==> src/rtl/pipeline_hazard_ctrl_pkg.sv <==
// Shared definitions for the pipeline hazard controller: PC source
// encodings, sequencer states and the register-match helper.
package pipeline_hazard_ctrl_pkg;

    // PC source select encodings seen by the PC input mux
    localparam logic [1:0] PC_SEL_SEQ   = 2'd0;
    localparam logic [1:0] PC_SEL_BR    = 2'd1;
    localparam logic [1:0] PC_SEL_STACK = 2'd2;
    localparam logic [1:0] PC_SEL_VEC   = 2'd3;

    // Sequencer states
    typedef enum logic [2:0] {
        RUN            = 3'd0,
        RET_WAIT       = 3'd1,
        INT_DRAIN      = 3'd2,
        INT_PUSH_PC    = 3'd3,
        INT_PUSH_FLAGS = 3'd4,
        INT_VECTOR     = 3'd5
    } state_t;

    // True when the ID instruction actually reads src and src names dest
    function automatic logic reg_match(input logic uses,
                                       input logic [1:0] src,
                                       input logic [1:0] dest);
        return uses & (src == dest);
    endfunction

endpackage

==> src/rtl/pipeline_hazard_ctrl_if.sv <==
// Control bundle between the datapath and the hazard controller.
// master is the datapath side, slave is the controller side.
interface pipeline_hazard_ctrl_if;

    // Pipeline status from the datapath
    logic       id_valid;
    logic [1:0] id_ra;
    logic [1:0] id_rb;
    logic       id_uses_ra;
    logic       id_uses_rb;
    logic       ex_mem_read;
    logic       ex_reg_write;
    logic [1:0] ex_reg_dest;
    logic       ex_ret;
    logic       ex_rti;
    logic       branch_taken;
    logic       mem_data_access;
    logic       irq;

    // Flow controls back to the datapath
    logic       pc_write_en;
    logic [1:0] pc_sel;
    logic       if_id_stall;
    logic       if_id_flush;
    logic       id_ex_flush;
    logic       int_push_pc;
    logic       int_push_flags;
    logic       irq_ack;
    logic       int_masked;

    modport master (
        output id_valid, id_ra, id_rb, id_uses_ra, id_uses_rb,
               ex_mem_read, ex_reg_write, ex_reg_dest, ex_ret, ex_rti,
               branch_taken, mem_data_access, irq,
        input  pc_write_en, pc_sel, if_id_stall, if_id_flush, id_ex_flush,
               int_push_pc, int_push_flags, irq_ack, int_masked
    );

    modport slave (
        input  id_valid, id_ra, id_rb, id_uses_ra, id_uses_rb,
               ex_mem_read, ex_reg_write, ex_reg_dest, ex_ret, ex_rti,
               branch_taken, mem_data_access, irq,
        output pc_write_en, pc_sel, if_id_stall, if_id_flush, id_ex_flush,
               int_push_pc, int_push_flags, irq_ack, int_masked
    );

endinterface

==> src/rtl/pipeline_hazard_ctrl_load_use_detect.sv <==
// Load-use comparator: flags an ID instruction that reads the register
// a load currently in EX is about to write.
module load_use_detect
    import pipeline_hazard_ctrl_pkg::*;
(
    input  logic       i_id_valid,
    input  logic [1:0] i_id_ra,
    input  logic [1:0] i_id_rb,
    input  logic       i_id_uses_ra,
    input  logic       i_id_uses_rb,
    input  logic       i_ex_mem_read,
    input  logic       i_ex_reg_write,
    input  logic [1:0] i_ex_reg_dest,
    output logic       o_load_use
);

    logic w_match_ra;
    logic w_match_rb;
    logic w_ex_is_load;

    // A load in EX only produces its value after MEM, so any ID reader must wait
    always_comb begin
        w_match_ra   = reg_match(i_id_uses_ra, i_id_ra, i_ex_reg_dest);
        w_match_rb   = reg_match(i_id_uses_rb, i_id_rb, i_ex_reg_dest);
        w_ex_is_load = i_ex_mem_read & i_ex_reg_write;
        o_load_use   = w_ex_is_load & i_id_valid & (w_match_ra | w_match_rb);
    end

endmodule

==> src/rtl/pipeline_hazard_ctrl.sv <==
// Central hazard sequencer for the 8-bit 5-stage pipeline. Steers the PC
// and the IF/ID and ID/EX pipeline registers around load-use, branch,
// memory-port and return/interrupt hazards.
module pipeline_hazard_ctrl
    import pipeline_hazard_ctrl_pkg::*;
#(
    parameter int RET_LAT      = 2,
    parameter int DRAIN_CYCLES = 3,
    parameter int CNT_W        = 3
) (
    input  logic                  clk,
    input  logic                  rst,
    pipeline_hazard_ctrl_if.slave hz
);

    localparam logic [CNT_W-1:0] RET_LOAD   = CNT_W'(RET_LAT - 1);
    localparam logic [CNT_W-1:0] DRAIN_LOAD = CNT_W'(DRAIN_CYCLES - 1);

    state_t           r_state;
    state_t           w_state_nxt;
    logic [CNT_W-1:0] r_cnt;
    logic [CNT_W-1:0] w_cnt_nxt;
    logic             r_int_masked;
    logic             w_int_masked_nxt;
    logic             r_ret_rti;
    logic             w_ret_rti_nxt;
    logic             w_load_use;
    logic             w_cnt_zero;
    logic             w_irq_take;

    load_use_detect u_load_use (
        .i_id_valid     (hz.id_valid),
        .i_id_ra        (hz.id_ra),
        .i_id_rb        (hz.id_rb),
        .i_id_uses_ra   (hz.id_uses_ra),
        .i_id_uses_rb   (hz.id_uses_rb),
        .i_ex_mem_read  (hz.ex_mem_read),
        .i_ex_reg_write (hz.ex_reg_write),
        .i_ex_reg_dest  (hz.ex_reg_dest),
        .o_load_use     (w_load_use)
    );

    assign w_cnt_zero    = (r_cnt == '0);
    assign w_irq_take    = hz.irq & ~r_int_masked;
    assign hz.int_masked = r_int_masked;

    // State, wait counter, interrupt mask and RTI marker registers
    always_ff @(posedge clk or posedge rst) begin
        if (rst) begin
            r_state      <= RUN;
            r_cnt        <= '0;
            r_int_masked <= 1'b0;
            r_ret_rti    <= 1'b0;
        end else begin
            r_state      <= w_state_nxt;
            r_cnt        <= w_cnt_nxt;
            r_int_masked <= w_int_masked_nxt;
            r_ret_rti    <= w_ret_rti_nxt;
        end
    end

    // Next-state logic; in RUN the hazard priority order decides which event starts a sequence
    always_comb begin
        w_state_nxt      = r_state;
        w_cnt_nxt        = r_cnt;
        w_int_masked_nxt = r_int_masked;
        w_ret_rti_nxt    = r_ret_rti;
        case (r_state)
            RUN: begin
                if (hz.branch_taken) begin
                    w_state_nxt = RUN;
                end else if (hz.ex_ret) begin
                    w_state_nxt   = RET_WAIT;
                    w_cnt_nxt     = RET_LOAD;
                    w_ret_rti_nxt = hz.ex_rti;
                end else if (w_load_use || hz.mem_data_access) begin
                    w_state_nxt = RUN;
                end else if (w_irq_take) begin
                    w_state_nxt = INT_DRAIN;
                    w_cnt_nxt   = DRAIN_LOAD;
                end
            end
            RET_WAIT: begin
                if (w_cnt_zero) begin
                    w_state_nxt = RUN;
                    if (r_ret_rti) begin
                        w_int_masked_nxt = 1'b0;
                    end
                end else begin
                    w_cnt_nxt = r_cnt - 1'b1;
                end
            end
            INT_DRAIN: begin
                // A return reaching EX must complete first; the irq stays pending
                if (hz.ex_ret) begin
                    w_state_nxt   = RET_WAIT;
                    w_cnt_nxt     = RET_LOAD;
                    w_ret_rti_nxt = hz.ex_rti;
                end else if (w_cnt_zero) begin
                    w_state_nxt = INT_PUSH_PC;
                end else begin
                    w_cnt_nxt = r_cnt - 1'b1;
                end
            end
            INT_PUSH_PC: begin
                w_state_nxt = INT_PUSH_FLAGS;
            end
            INT_PUSH_FLAGS: begin
                w_state_nxt = INT_VECTOR;
            end
            INT_VECTOR: begin
                w_state_nxt      = RUN;
                w_int_masked_nxt = 1'b1;
            end
            default: begin
                w_state_nxt = RUN;
            end
        endcase
    end

    // Flow-control outputs, combinational from state and current pipeline status
    always_comb begin
        hz.pc_write_en    = 1'b1;
        hz.pc_sel         = PC_SEL_SEQ;
        hz.if_id_stall    = 1'b0;
        hz.if_id_flush    = 1'b0;
        hz.id_ex_flush    = 1'b0;
        hz.int_push_pc    = 1'b0;
        hz.int_push_flags = 1'b0;
        hz.irq_ack        = 1'b0;
        case (r_state)
            RUN: begin
                if (hz.branch_taken) begin
                    hz.pc_sel      = PC_SEL_BR;
                    hz.if_id_flush = 1'b1;
                    hz.id_ex_flush = 1'b1;
                end else if (hz.ex_ret) begin
                    hz.pc_write_en = 1'b0;
                    hz.if_id_flush = 1'b1;
                    hz.id_ex_flush = 1'b1;
                end else if (w_load_use) begin
                    hz.pc_write_en = 1'b0;
                    hz.if_id_stall = 1'b1;
                    hz.id_ex_flush = 1'b1;
                end else if (hz.mem_data_access) begin
                    hz.pc_write_en = 1'b0;
                    hz.if_id_flush = 1'b1;
                end else if (w_irq_take) begin
                    hz.pc_write_en = 1'b0;
                    hz.if_id_flush = 1'b1;
                end
            end
            RET_WAIT: begin
                hz.pc_write_en = 1'b0;
                hz.if_id_flush = 1'b1;
                hz.id_ex_flush = 1'b1;
                if (w_cnt_zero) begin
                    hz.pc_sel      = PC_SEL_STACK;
                    hz.pc_write_en = 1'b1;
                end
            end
            INT_DRAIN: begin
                hz.pc_write_en = 1'b0;
                hz.if_id_flush = 1'b1;
                if (hz.branch_taken) begin
                    hz.pc_sel      = PC_SEL_BR;
                    hz.pc_write_en = 1'b1;
                    hz.id_ex_flush = 1'b1;
                end else if (hz.ex_ret) begin
                    hz.id_ex_flush = 1'b1;
                end
            end
            INT_PUSH_PC: begin
                hz.int_push_pc = 1'b1;
                hz.pc_write_en = 1'b0;
                hz.if_id_flush = 1'b1;
            end
            INT_PUSH_FLAGS: begin
                hz.int_push_flags = 1'b1;
                hz.pc_write_en    = 1'b0;
                hz.if_id_flush    = 1'b1;
            end
            INT_VECTOR: begin
                hz.pc_sel      = PC_SEL_VEC;
                hz.pc_write_en = 1'b1;
                hz.if_id_flush = 1'b1;
                hz.irq_ack     = 1'b1;
            end
            default: begin
                hz.pc_write_en = 1'b1;
            end
        endcase
    end

endmodule

==> src/flat_wrapper.sv <==
// flat-port wrapper written by rule: the top's interface ports become plain ports
module pipeline_hazard_ctrl_flat import pipeline_hazard_ctrl_pkg::*;
#(
    parameter int RET_LAT      = 2,
    parameter int DRAIN_CYCLES = 3,
    parameter int CNT_W        = 3
)
  (clk, rst, hz_id_valid, hz_id_ra, hz_id_rb, hz_id_uses_ra, hz_id_uses_rb, hz_ex_mem_read, hz_ex_reg_write, hz_ex_reg_dest, hz_ex_ret, hz_ex_rti, hz_branch_taken, hz_mem_data_access, hz_irq, hz_pc_write_en, hz_pc_sel, hz_if_id_stall, hz_if_id_flush, hz_id_ex_flush, hz_int_push_pc, hz_int_push_flags, hz_irq_ack, hz_int_masked);
  pipeline_hazard_ctrl_if hz_i ();
  input  logic clk;
  input  logic rst;
  input wire logic [$bits(hz_i.id_valid)-1:0] hz_id_valid;
  input wire logic [$bits(hz_i.id_ra)-1:0] hz_id_ra;
  input wire logic [$bits(hz_i.id_rb)-1:0] hz_id_rb;
  input wire logic [$bits(hz_i.id_uses_ra)-1:0] hz_id_uses_ra;
  input wire logic [$bits(hz_i.id_uses_rb)-1:0] hz_id_uses_rb;
  input wire logic [$bits(hz_i.ex_mem_read)-1:0] hz_ex_mem_read;
  input wire logic [$bits(hz_i.ex_reg_write)-1:0] hz_ex_reg_write;
  input wire logic [$bits(hz_i.ex_reg_dest)-1:0] hz_ex_reg_dest;
  input wire logic [$bits(hz_i.ex_ret)-1:0] hz_ex_ret;
  input wire logic [$bits(hz_i.ex_rti)-1:0] hz_ex_rti;
  input wire logic [$bits(hz_i.branch_taken)-1:0] hz_branch_taken;
  input wire logic [$bits(hz_i.mem_data_access)-1:0] hz_mem_data_access;
  input wire logic [$bits(hz_i.irq)-1:0] hz_irq;
  output wire logic [$bits(hz_i.pc_write_en)-1:0] hz_pc_write_en;
  output wire logic [$bits(hz_i.pc_sel)-1:0] hz_pc_sel;
  output wire logic [$bits(hz_i.if_id_stall)-1:0] hz_if_id_stall;
  output wire logic [$bits(hz_i.if_id_flush)-1:0] hz_if_id_flush;
  output wire logic [$bits(hz_i.id_ex_flush)-1:0] hz_id_ex_flush;
  output wire logic [$bits(hz_i.int_push_pc)-1:0] hz_int_push_pc;
  output wire logic [$bits(hz_i.int_push_flags)-1:0] hz_int_push_flags;
  output wire logic [$bits(hz_i.irq_ack)-1:0] hz_irq_ack;
  output wire logic [$bits(hz_i.int_masked)-1:0] hz_int_masked;
  assign hz_i.id_valid = hz_id_valid;
  assign hz_i.id_ra = hz_id_ra;
  assign hz_i.id_rb = hz_id_rb;
  assign hz_i.id_uses_ra = hz_id_uses_ra;
  assign hz_i.id_uses_rb = hz_id_uses_rb;
  assign hz_i.ex_mem_read = hz_ex_mem_read;
  assign hz_i.ex_reg_write = hz_ex_reg_write;
  assign hz_i.ex_reg_dest = hz_ex_reg_dest;
  assign hz_i.ex_ret = hz_ex_ret;
  assign hz_i.ex_rti = hz_ex_rti;
  assign hz_i.branch_taken = hz_branch_taken;
  assign hz_i.mem_data_access = hz_mem_data_access;
  assign hz_i.irq = hz_irq;
  assign hz_pc_write_en = hz_i.pc_write_en;
  assign hz_pc_sel = hz_i.pc_sel;
  assign hz_if_id_stall = hz_i.if_id_stall;
  assign hz_if_id_flush = hz_i.if_id_flush;
  assign hz_id_ex_flush = hz_i.id_ex_flush;
  assign hz_int_push_pc = hz_i.int_push_pc;
  assign hz_int_push_flags = hz_i.int_push_flags;
  assign hz_irq_ack = hz_i.irq_ack;
  assign hz_int_masked = hz_i.int_masked;
  pipeline_hazard_ctrl #(.RET_LAT(RET_LAT), .DRAIN_CYCLES(DRAIN_CYCLES), .CNT_W(CNT_W)) u_core (.clk(clk), .rst(rst), .hz(hz_i));
endmodule
==> config.mk <==
export PLATFORM = sky130hd
export DESIGN_NAME = pipeline_hazard_ctrl_flat
export DESIGN_NICKNAME = d
export VERILOG_FILES = /design/src/rtl/pipeline_hazard_ctrl_pkg.sv /design/src/rtl/pipeline_hazard_ctrl_if.sv /design/src/rtl/pipeline_hazard_ctrl_load_use_detect.sv /design/src/rtl/pipeline_hazard_ctrl.sv /design/src/flat_wrapper.sv
export SDC_FILE = /design/constraint.sdc
export NUM_CORES = 1
export LEC_CHECK = 0
export CAP_MARGIN = 10
export CORE_MARGIN = 5
export CORE_UTILIZATION = 47
export CTS_CLUSTER_SIZE = 30
export DETAILED_ROUTE_END_ITERATION = 16
export GPL_TIMING_DRIVEN = 0
export PLACE_DENSITY = 0.82
export SYNTH_ARGS = -nofsm -noshare
export SYNTH_HDL_FRONTEND = slang
export SYNTH_SLANG_ARGS = --single-unit
==> constraint.sdc <==
create_clock -name clk -period 4.61 [get_ports clk]
set_input_delay 0.922 -clock clk [delete_from_list [all_inputs] [get_ports clk]]
set_output_delay 0.922 -clock clk [all_outputs]
set_load 0.01 [all_outputs]
After elaboration in Yosys (flattened, before gate mapping)
Cells that the tools add are included.

Register bits: 8. Output and inout port bits: 10. Logic and storage cells: 89.

$add $sub $neg: 1. Equal/unequal tests: 14. Mux-type cells: 49. Bitwise logic cells: 8. Reductions and logical operators: 13.

Operator list (count): $mux W3 (12); $mux W1 (28); $pmux W3 S5 (1); $pmux W3 S3 (1); $and A1 B1 Y1 (6); $eq A3 B2 Y1 const B (2); $eq A3 B3 Y1 const B (2); $logic_not A3 Y1 (2); $ne A3 B2 Y1 const B (2); $pmux W1 S2 (3); $pmux W2 S3 (1); $reduce_and A3 Y1 (2); $ne A5 B3 Y1 const B (1); $reduce_or A5 Y1 (1); $eq A2 B2 Y1 (2); $ne A2 B1 Y1 const B (2); $pmux W1 S4 (1); $reduce_and A4 Y1 (1); $reduce_bool A2 Y1 (2); $reduce_or A2 Y1 (2); $eq A3 B1 Y1 const B (1); $ne A3 B3 Y1 const B (1); $pmux W1 S3 (1); $reduce_bool A3 Y1 (1); 7 further kinds (7).

Logic depth before layout (Yosys ltp)
Gate-level depths: netlist of run 1.

Depth after elaboration: 9. Mapped depth: 7. Gate-level depth less buffers: 7.

Hierarchy
From an unflattened synthesis of run 1, not the netlist that was laid out.

Cell total of the unflattened synthesis: 97. Area, all modules: 757.0 um^2.

Modules (own cells, without submodules): pipeline_hazard_ctrl (instances 1, cells an instance 89, area each 701.9 um^2); load_use_detect (instances 1, cells an instance 8, area each 55.1 um^2).

Least setup slack after synthesis of run 1
Ideal clock, no wire load.

Path type: input to output. Start point: input port hz_id_rb[1]. End point: output port hz_pc_write_en. Arrival: 1.736 ns. Data required time: 3.688 ns. Slack: 1.952 ns. Cell stages on the path: 4. Path buffers: 0. Cell sequence: xnor2_1 -> nand3_2 -> a21oi_4 -> o41ai_1.

Cells in the longest elaborated chain, start to end: 8.

RTL lines: start, declared (RTL line flat_wrapper.sv:14) `input wire logic [$bits(hz_i.id_rb)-1:0] hz_id_rb;`; $eq A2 B2 Y1 (RTL line pipeline_hazard_ctrl_pkg.sv:25) `return uses & (src == dest);`; $and A1 B1 Y1 (RTL line pipeline_hazard_ctrl_pkg.sv:25); $or A1 B1 Y1 (RTL line pipeline_hazard_ctrl_load_use_detect.sv:26) `o_load_use = w_ex_is_load & i_id_valid & (w_match_ra | w_match_rb);`; $and A1 B1 Y1 (RTL line pipeline_hazard_ctrl_load_use_detect.sv:26); $mux W1 (RTL line pipeline_hazard_ctrl.sv:141) `end else if (w_load_use) begin`; $mux W1 (RTL line pipeline_hazard_ctrl.sv:137) `end else if (hz.ex_ret) begin`; $mux W1 (RTL line pipeline_hazard_ctrl.sv:133) `if (hz.branch_taken) begin`; $pmux W1 S4 (RTL line pipeline_hazard_ctrl.sv:131) `case (r_state)`; end, declared (RTL line flat_wrapper.sv:25) `output wire logic [$bits(hz_i.pc_write_en)-1:0] hz_pc_write_en;`.

No other way between the ends.

Final worst setup path of run 1
Start point: input port hz_ex_ret. End point: output port hz_pc_write_en.

Cells in the longest elaborated chain, start to end: 3.

RTL lines: start, declared (RTL line flat_wrapper.sv:20) `input wire logic [$bits(hz_i.ex_ret)-1:0] hz_ex_ret;`; $mux W1 (RTL line pipeline_hazard_ctrl.sv:137); $mux W1 (RTL line pipeline_hazard_ctrl.sv:133); $pmux W1 S4 (RTL line pipeline_hazard_ctrl.sv:131).

No other way between the ends.

==> flow_metrics.py, run 1 <==
metrics = {
    "status": {
        "status": "complete, no violations",
    },
    "yosys": {
        "async_flop_share": 1.00,
        "synth.top_cell.area_share": 0.258,
        "avgSynthCellArea_um2": 8.17,
        "synthMuxAreaShare": 0.0468,
        "synth-edff-count": 0,
        "ys_seq_area_frac": 0.258,
        "synth.distinct_cells": 37,
        "yosysWarnings": 0,
        "synth_common_cells": "nor2_1, dfrtp_1, nand2_1, o21ai_0",
        "ys_seq_elements": 8,
        "ys.flop_type": "dfrtp_1",
        "yosysTopAreaCell": "dfrtp_1",
        "yosys.area_share.adder": 0.0323,
        "synth_xor_area_frac": 0.0565,
        "synth_compound_area_frac": 0.229,
        "synth_top_family_by_area": "simple AND/OR/NAND/NOR gates",
        "yosysMostFrequentCell": "nor2_1",
        "synthTopCellsByArea": "dfrtp_1, xnor2_1, nor2_1",
        "synthCells": 95,
        "synth_nets": 115,
        "netlist_area_um2": 776,
        "synthSimpleGateAreaFrac": 0.316,
    },
    "clock_tree": {
        "cts_hold_buf": 0,
        "clk_latency_ns": 0.26,
        "clk_pin_slew_worst_paths_ns": 0.05,
        "cts-buffers-inserted": 3,
        "cts_tree": "done",
        "cts_setup_buffers": 0,
        "cts_buffer_depth": 2,
        "cts_root_buf": "clkbuf_4",
        "clock-sinks": 8,
        "cts_max_level": 1,
        "postCtsResizedCells": 0,
    },
    "setup_path": {
        "reg2reg_to": "u_core.hz.int_masked",
        "crit_fanout": 8,
        "cp.arrival_ns": 2.72,
        "critPathRequiredTime_ns": 3.69,
        "r2r_start": "u_core.r_cnt[0]",
        "r2r_cells": 7,
        "end_kind": "primary output",
        "start_kind": "input pin",
        "rrSetupSlack_ns": 2.90,
        "crit_type": "in2out",
    },
    "grt": {
        "grt_usage": 0.160,
        "grt_pass1_vias": 797,
        "overflow": 0,
        "antenna_found_initial": 0,
        "met1_usage": 0.198,
        "grt_first_pass_wirelength_um": 3350,
        "use_met2": 0.275,
        "top_usage_layer": "met2",
        "grt_max_degree": 11,
        "use_met3": 0.0385,
    },
    "pwr": {
        "pwr-share-comb": 0.661,
        "internal-power_mw": 0.313,
        "pwr-share-clk": 0.105,
        "p_seq_frac": 0.234,
        "power_switching_share": 0.411,
        "p_total_mw": 0.532,
        "ir_drop_v": 0.000271,
        "p_sw_mw": 0.219,
        "p_leak_nw": 0.457,
        "power_density_nw_per_um2": 489,
    },
    "die": {
        "start_util": 0.503,
        "fp.dieW_um": 50.6,
        "dieArea_um2": 2560,
        "dieHeight_um": 50.6,
        "core_area_um2": 1540,
        "fp-row-count": 14,
        "ioPinCount": 28,
    },
    "sta": {
        "final-hold-violation-count": 0,
        "max_freq_mhz": 275,
        "maxSlewHeadroom": 0.783,
        "report.final.slew_viol_count": 0,
        "finalCritPeriodShare": 0.789,
        "setup_violations": 0,
        "rsz0062_at_grt": "false",
        "tightest_slew_ns": 0.325,
        "period_needed_ns": 3.64,
        "fin_skew_ns": 0.00814,
        "tns_ns": 0,
    },
    "drt": {
        "ant_nets": 0,
        "totalWireLength_um": 2020,
        "firstDrtPassIters": 4,
        "post-route-drc-count": 0,
        "routedWlPerCell_um": 14.3,
        "num_vias": 816,
        "drt_iter0_markers": 26,
        "viasPerCell": 5.79,
    },
    "min_path": {
        "min_to": "u_core.r_ret_rti",
        "min_path_cells": 1,
        "min_path_type": "reg2reg",
        "min_from": "u_core.r_ret_rti",
    },
    "placement": {
        "io_buffers": 27,
        "hpwl_um": 1580,
        "gp_congestion": 0.857,
    },
    "finish": {
        "drive_gt1_frac": 0.136,
        "fin_nets": 147,
        "diodes": 0,
        "area_growth_pct": 40.3,
    },
    "run": {
        "drv_cap": 0,
    },
}
[stage by stage]
step	hold slack (ns)	worst slack, ns	std cells	cell area, um2	util
finish	0.523	0.971	141	1090	0.706
global route	0.560	0.873	141	1090	0.706
CTS	0.530	0.965	141	1090	0.706
detailed placement	0.517	0.962	138	1070	0.692
global placement	0.493	0.973	138	1070	0.692
floorplan	0.479	1.95	95	776	-
[area by class of cell]
class                   instances  area [um2]
multi-input cells              79         528
inverters                       3        11.3
well taps                      16        20.0
plain buffers                   5        36.3
clock buffers                   3        22.5
flip-flops and latches          8         200
fillers                       118         453
repair buffers                 27         270
[placed cells by master, fill, tap and decap left out, types with 2 or more instances in the layout]
master	synthesis	routed
and3_1	2	2
clkdlybuf4s50_1	0	27
xnor2_1	5	5
dfrtp_1	8	8
nand3_2	2	2
ha_1	2	2
o31ai_1	3	3
o21ai_0	6	6
a21oi_1	4	4
nor3_1	2	2
nor4_1	2	2
a21o_1	2	2
nor2b_1	4	4
buf_2	2	2
nand3_1	3	3
and2_1	3	3
o21bai_1	2	2
clkbuf_4	0	3
nand2b_1	5	5
nand2_1	6	6
buf_4	2	2
nor2_1	11	11
inv_1	3	3
[power groups by stage]
stage / Combinational [mW] / Clock, mW / Sequential (mW)
global placement: 0.342 / 0 / 0.123
finish: 0.352 / 0.0558 / 0.125
CTS: 0.351 / 0.0567 / 0.124
global route: 0.388 / 0.0607 / 0.128
detailed placement: 0.350 / 0 / 0.125
floorplan: 0.244 / 0 / 0.119
[cells by family (layout without fill, tap and decap cells)]
family,Yosys count,in the layout
xor+xnor,5,5
flops,8,8
fa+ha+maj,2,2
buf+inv,8,38
mux,3,3
simple gates,44,44
compound gates,25,25
[sequential cells by signal, indices dropped and copies added (netlist names)]
signal,count
u_core.hz.int_masked,1
u_core.r_cnt,3
u_core.r_ret_rti,1
u_core.r_state,3
[worst max path at each step]
stage / from / end / slack, ns / cells past startpoint
floorplan: hz_id_rb[1] / hz_pc_write_en / 1.95 / 4
global placement: hz_ex_reg_dest[0] / hz_id_ex_flush / 0.97 / 7
detailed placement: hz_ex_reg_dest[0] / hz_id_ex_flush / 0.96 / 7
CTS: hz_ex_reg_dest[0] / hz_id_ex_flush / 0.96 / 7
global route: hz_ex_reg_dest[0] / hz_id_ex_flush / 0.87 / 7
finish: hz_ex_ret / hz_pc_write_en / 0.97 / 5
[routing by layer]
layer  up-vias  part of all wire
met3         6              0.10
met2        46              0.47
li1        402                 -
met4         0             0.010
met5         -                 0
met1       362              0.42
[worst max-delay path: stages]
cell and delay (ns):
clkdlybuf4s50_1 0.54, nor3_1 0.27, nand2b_1 0.11, o41ai_1 0.28, clkdlybuf4s50_1 0.60
Power figures use the tool's default switching activity.
==> run 2, diff against run 1 <==
--- a/config.mk
+++ b/config.mk
@@ -7,11 +7,11 @@
 export LEC_CHECK = 0
 export CAP_MARGIN = 10
 export CORE_MARGIN = 5
-export CORE_UTILIZATION = 47
+export CORE_UTILIZATION = 44
 export CTS_CLUSTER_SIZE = 30
 export DETAILED_ROUTE_END_ITERATION = 16
 export GPL_TIMING_DRIVEN = 0
-export PLACE_DENSITY = 0.82
+export PLACE_DENSITY = 0.77
 export SYNTH_ARGS = -nofsm -noshare
 export SYNTH_HDL_FRONTEND = slang
 export SYNTH_SLANG_ARGS = --single-unit
==> constraint.sdc (replaced) <==
create_clock -name clk -period 3.4 [get_ports clk]
set_input_delay 0.68 -clock clk [delete_from_list [all_inputs] [get_ports clk]]
set_output_delay 0.68 -clock clk [all_outputs]
set_load 0.01 [all_outputs]
==> flow_metrics.py, run 2 (synthesized netlist as in run 1, its figures left out) <==
metrics = {
    "setup_path": {
        "crit_path_start": "hz_ex_reg_dest[1]",
        "r2r_start": "u_core.r_cnt[0]",
        "r2r_cells": 6,
        "crit_slowest_cell": "clkdlybuf4s50_1",
        "critPathMostFrequentCell": "clkdlybuf4s50_1",
        "rrSetupSlack_ns": 1.77,
        "critPathMaxStageDelay_ns": 0.55,
        "cp_num_buf_inv": 2,
        "crit_fanout": 7,
        "end_kind": "primary output",
        "crit_type": "in2out",
        "reg2reg_to": "u_core.r_cnt[2]",
        "cp.arrival_ns": 2.49,
        "critPathRequiredTime_ns": 2.72,
        "cp_top_family": "buffers and inverters",
        "start_kind": "input pin",
        "cp_cell_sequence": "clkdlybuf4s50_1 > xnor2_1 > nand3_2 > a21oi_4 > o21bai_1 > a21oi_1 > clkdlybuf4s50_1",
    },
    "drt": {
        "viasPerCell": 5.34,
        "firstDrtPassIters": 4,
        "ant_nets": 0,
        "num_vias": 801,
        "drt_iter0_markers": 17,
        "post-route-drc-count": 0,
        "totalWireLength_um": 2080,
        "routedWlPerCell_um": 13.9,
    },
    "die": {
        "dieHeight_um": 52.0,
        "dieArea_um2": 2700,
        "fp-row-count": 15,
        "core_area_um2": 1710,
        "ioPinCount": 28,
        "fp.dieW_um": 52.0,
        "start_util": 0.454,
    },
    "placement": {
        "hpwl_um": 1630,
        "gp_congestion": 0.781,
        "io_buffers": 27,
    },
    "sta": {
        "tightest_slew_ns": 0.333,
        "max_freq_mhz": 315,
        "final-hold-violation-count": 0,
        "hold_slack_ns": 0.510,
        "period_needed_ns": 3.17,
        "rsz0062_at_grt": "false",
        "maxSlewHeadroom": 0.778,
        "fin_skew_ns": 0.00506,
        "setup_violations": 0,
        "finalCritPeriodShare": 0.934,
        "report.final.slew_viol_count": 0,
        "tns_ns": 0,
    },
    "min_path": {
        "min_path_type": "reg2reg",
        "min_to": "u_core.r_ret_rti",
        "min_path_cells": 1,
        "min_from": "u_core.r_ret_rti",
    },
    "finish": {
        "reg_top3": "u_core.r_cnt x3, u_core.r_state x3",
        "mostFrequentLayoutCell": "clkdlybuf4s50_1",
        "drive_gt1_frac": 0.136,
        "area_growth_pct": 41.8,
        "n_fill_cell": 154,
        "mostFrequentLayoutCells": "clkdlybuf4s50_1, nor2_1, dfrtp_1",
        "fin_nets": 147,
        "diodes": 0,
    },
    "grt": {
        "grt_usage": 0.170,
        "grt_max_degree": 11,
        "overflow": 0,
        "grt_pass1_vias": 787,
        "antenna_found_initial": 0,
        "grt_first_pass_wirelength_um": 3460,
    },
    "clock_tree": {
        "cts_setup_buffers": 0,
        "cts_buffer_depth": 2,
        "postCtsResizedCells": 0,
        "cts_tree": "done",
        "clk_pin_slew_worst_paths_ns": 0.05,
        "clk_latency_ns": 0.26,
        "clock-sinks": 8,
        "cts_hold_buf": 0,
        "cts_root_buf": "clkbuf_4",
        "cts_max_level": 1,
        "cts-buffers-inserted": 3,
    },
    "pwr": {
        "ir_drop_v": 0.000426,
        "power_density_nw_per_um2": 654,
        "p_leak_nw": 0.457,
    },
    "status": {
        "status": "complete, no violations",
    },
    "run": {
        "drv_cap": 0,
    },
}
==> run 2: cell counts in the layout (fill, tap and decap cells not counted) <==
No cell type changed its count.
==> run 2: layer usage <==
layer  GRT usage  up-vias  part of all wire
li1            -      398                 -
met1       0.193      366              0.43
met4      0.0786        0             0.016
met3      0.0487        5             0.096
met2       0.289       32              0.46
met5           0        -                 0
==> run 2: metrics by stage <==
step / total power, mW / util / std cells / instance area (um2) / setup slack, ns
final: 0.719 / 0.644 / 150 / 1100 / 0.226
after global routing: 0.784 / 0.644 / 150 / 1100 / 0.0726
after CTS: 0.725 / 0.644 / 150 / 1100 / 0.205
after detailed placement: 0.647 / 0.631 / 147 / 1080 / 0.203
after global placement: 0.629 / 0.631 / 147 / 1080 / 0.254
after floorplan: 0.493 / - / 95 / 776 / 1.23
==> run 2: worst max path at each step <==
stage / end / slack [ns] / cells past startpoint
finish: hz_id_ex_flush / 0.23 / 7
global route: hz_id_ex_flush / 0.07 / 7
CTS: hz_id_ex_flush / 0.21 / 7
detailed placement: hz_id_ex_flush / 0.20 / 7
global placement: hz_id_ex_flush / 0.25 / 7
floorplan: hz_pc_write_en / 1.23 / 4
==> run 2: cell type report <==
cell class	instances	area (um2)	share of cell area
multi-input combinational	79	528	0.480
timing repair buffer	27	270	0.246
sequential	8	200	0.182
buffer	5	36.3	0.0330
tap	25	31.3	0.0284
clock buffer	3	22.5	0.0205
inverter	3	11.3	0.0102
==> run 2: where the power goes <==
group / internal, mW / leakage, nW / switching, mW
Sequential: 0.135 / 0.101 / 0.0336
Clock: 0.0405 / 0.0138 / 0.0340
Combinational: 0.250 / 0.343 / 0.226
Total: 0.425 / 0.457 / 0.294
==> run 3, diff against run 2 <==
--- a/config.mk
+++ b/config.mk
@@ -10,6 +10,7 @@
 export CORE_UTILIZATION = 44
 export CTS_CLUSTER_SIZE = 30
 export DETAILED_ROUTE_END_ITERATION = 16
+export GPL_ROUTABILITY_DRIVEN = 0
 export GPL_TIMING_DRIVEN = 0
 export PLACE_DENSITY = 0.77
 export SYNTH_ARGS = -nofsm -noshare
==> results of run 3 <==
No change in the layout: final DEF, timing and power equal those of run 2.
==> RTL edit (settings of run 3) <==
`CNT_W` is set to 3 in 2 places; all go to 6.
--- a/src/rtl/pipeline_hazard_ctrl.sv
+++ b/src/rtl/pipeline_hazard_ctrl.sv
@@ -6,7 +6,7 @@
 #(
     parameter int RET_LAT      = 2,
     parameter int DRAIN_CYCLES = 3,
-    parameter int CNT_W        = 3
+    parameter int CNT_W        = 6
 ) (
     input  logic                  clk,
     input  logic                  rst,
--- a/src/flat_wrapper.sv
+++ b/src/flat_wrapper.sv
@@ -3,7 +3,7 @@
 #(
     parameter int RET_LAT      = 2,
     parameter int DRAIN_CYCLES = 3,
-    parameter int CNT_W        = 3
+    parameter int CNT_W        = 6
 )
   (clk, rst, hz_id_valid, hz_id_ra, hz_id_rb, hz_id_uses_ra, hz_id_uses_rb, hz_ex_mem_read, hz_ex_reg_write, hz_ex_reg_dest, hz_ex_ret, hz_ex_rti, hz_branch_taken, hz_mem_data_access, hz_irq, hz_pc_write_en, hz_pc_sel, hz_if_id_stall, hz_if_id_flush, hz_id_ex_flush, hz_int_push_pc, hz_int_push_flags, hz_irq_ack, hz_int_masked);
   pipeline_hazard_ctrl_if hz_i ();
Behaviour: no difference found for any inputs over 10 cycles, from zero or initial values and one cycle with rst high; that may be too few to reach the edited logic, so the function may still have changed.
==> RTL edit against run 3 <==
Synthesized area grew 10%. Sequential cell count up 3. Cell area rose by 8.0%. Clock skew increased by 12 ps. Register-to-register slack worse by 120 ps. Setup slack lost 89 ps. Routed wire length up 3.2%. Sequential power is 37% higher. Power increased by 11%. Non-clock buffer count shrank 1.
==> RTL edit: results (changes against run 3) <==
Synth:
- After synthesis, the cell types taking the most area are sky130_fd_sc_hd__dfrtp_1 32%, sky130_fd_sc_hd__xnor2_1 5.1%, sky130_fd_sc_hd__nand2_1 4.0%.
- The average cell area after synthesis is 8.62 µm² (+5.6%).
- The commonest cells after synthesis are 11 x sky130_fd_sc_hd__dfrtp_1, 9 x sky130_fd_sc_hd__nand2_1, 7 x sky130_fd_sc_hd__nor2_1.
- The count of cell types in the netlist is 45 (+22%).

Setup path:
- The arrival time at the worst endpoint is 2580 ps (+90 ps).
- The most critical setup path has its endpoint at hz_pc_write_en.
- The cell count of the worst reg-to-reg path was 5 (-1).
- The startpoint of the worst-slack reg-to-reg timing path is u_core.r_state[2]$_DFFE_PP0P_.
- The highest fanout seen on the critical path is 5 (-2).

GRT:
- The met2 track utilization from global routing is 28.0% (-0.85 points).
- The met1 track demand over resource in global routing is 20.1% (+0.73 points).
- The maximum number of pins on one net before global-route repair is 12 (+1).
- The wire length of the first global-routing pass is 3550 µm (+2.8%).
- The total track usage came to 16.4% (-0.58 points).
- The met3 routing resource usage after global routing is 5.82% (+0.95 points).

Detailed routing:
- The initial DRC count is 10 (-7).
- The post-route met1 wirelength is 938 µm (+5.7%).
- The amount of wire on met2 after detailed routing came to 1040 µm (+8.9%).
- The detail-routed net length per standard cell is 13.7 µm (-1.4%).
- The overall via count from detail_route came to 862 (+7.6%).
- The amount of wire on met3 after detailed routing came to 157 µm (-22%).

Power:
- The internal power of the cells came to 468 µW (+10%).
- The worst ir drop on vdd is 439 µV (+2.9%).

Final layout:
- The sequential cell count is 11 (+3).
- The area used by multi-input combinational logic is 539 µm² (+2.1%).
- The fraction of final layout cells with drive strength greater than 1 is 10.8% (-2.8 points).
- The number of multi-input logic gates is 78 (-1.3%).
- The count of fill cells added during filler insertion is 174 (+13%).
- The number of logic inverters in the finished layout is 6 (+3).
- The number of nets in the finished design is 151 (+2.7%).
- The non-clock buffer count in the final layout is 31 (-3.1%).
- The area taken by flip-flops and latches was 275 µm² (+38%).
- In the final layout, the registers with the most flip-flops are u_core.r_cnt (6), u_core.r_state (3).
- The relative area of clock buffers and inverters in the final design is 2.32% (+0.27 points).

STA:
- The worst-margin pin slew was 460 ps (+127 ps).
- The clock tree skew after final layout is 17.2 ps (+12.1 ps).
- The maximum clock frequency is 306 MHz (-2.7%).

Place:
- The post-placement setup slack came to 33.0 ps (-169 ps).
- The HPWL after detailed placement was 1730 µm (+5.9%).
- The placed instance area was 0.00116 mm² (+7.4%).

Run status:
- The run finished with clean final reports.

Clock network:
- The clock-pin transition on the worst setup and hold timing paths is 90 ps (+40 ps).
- The clock latency reported for the late side of the worst-skew pair is 280 ps (+20 ps).
-- RTL edit: cell types whose count changed in the layout (fill, tap and decap cells not counted), moves of 3 or more --
cell,before,now
sky130_fd_sc_hd__clkbuf_1,0,3
sky130_fd_sc_hd__or3_1,0,3
sky130_fd_sc_hd__dfrtp_1,8,11
sky130_fd_sc_hd__o21ai_0,6,3
sky130_fd_sc_hd__a22o_1,0,3
sky130_fd_sc_hd__nand2_1,6,9
sky130_fd_sc_hd__inv_1,3,6
sky130_fd_sc_hd__nor2_1,11,7
sky130_fd_sc_hd__nand3_1,3,0
-- RTL edit: cells by family (layout without fill, tap and decap cells) --
kind of cell / count (synthesis) / in the layout / share of synthesized area [%]
compound gates: 26 / 26 / 21.6
xor+xnor: 6 / 6 / 6.16
fa+ha+maj: 2 / 2 / 2.93
buf+inv: 10 / 41 / 4.54
flops: 11 / 11 / 32.3
mux: 1 / 1 / 1.32
simple gates: 43 / 43 / 31.2
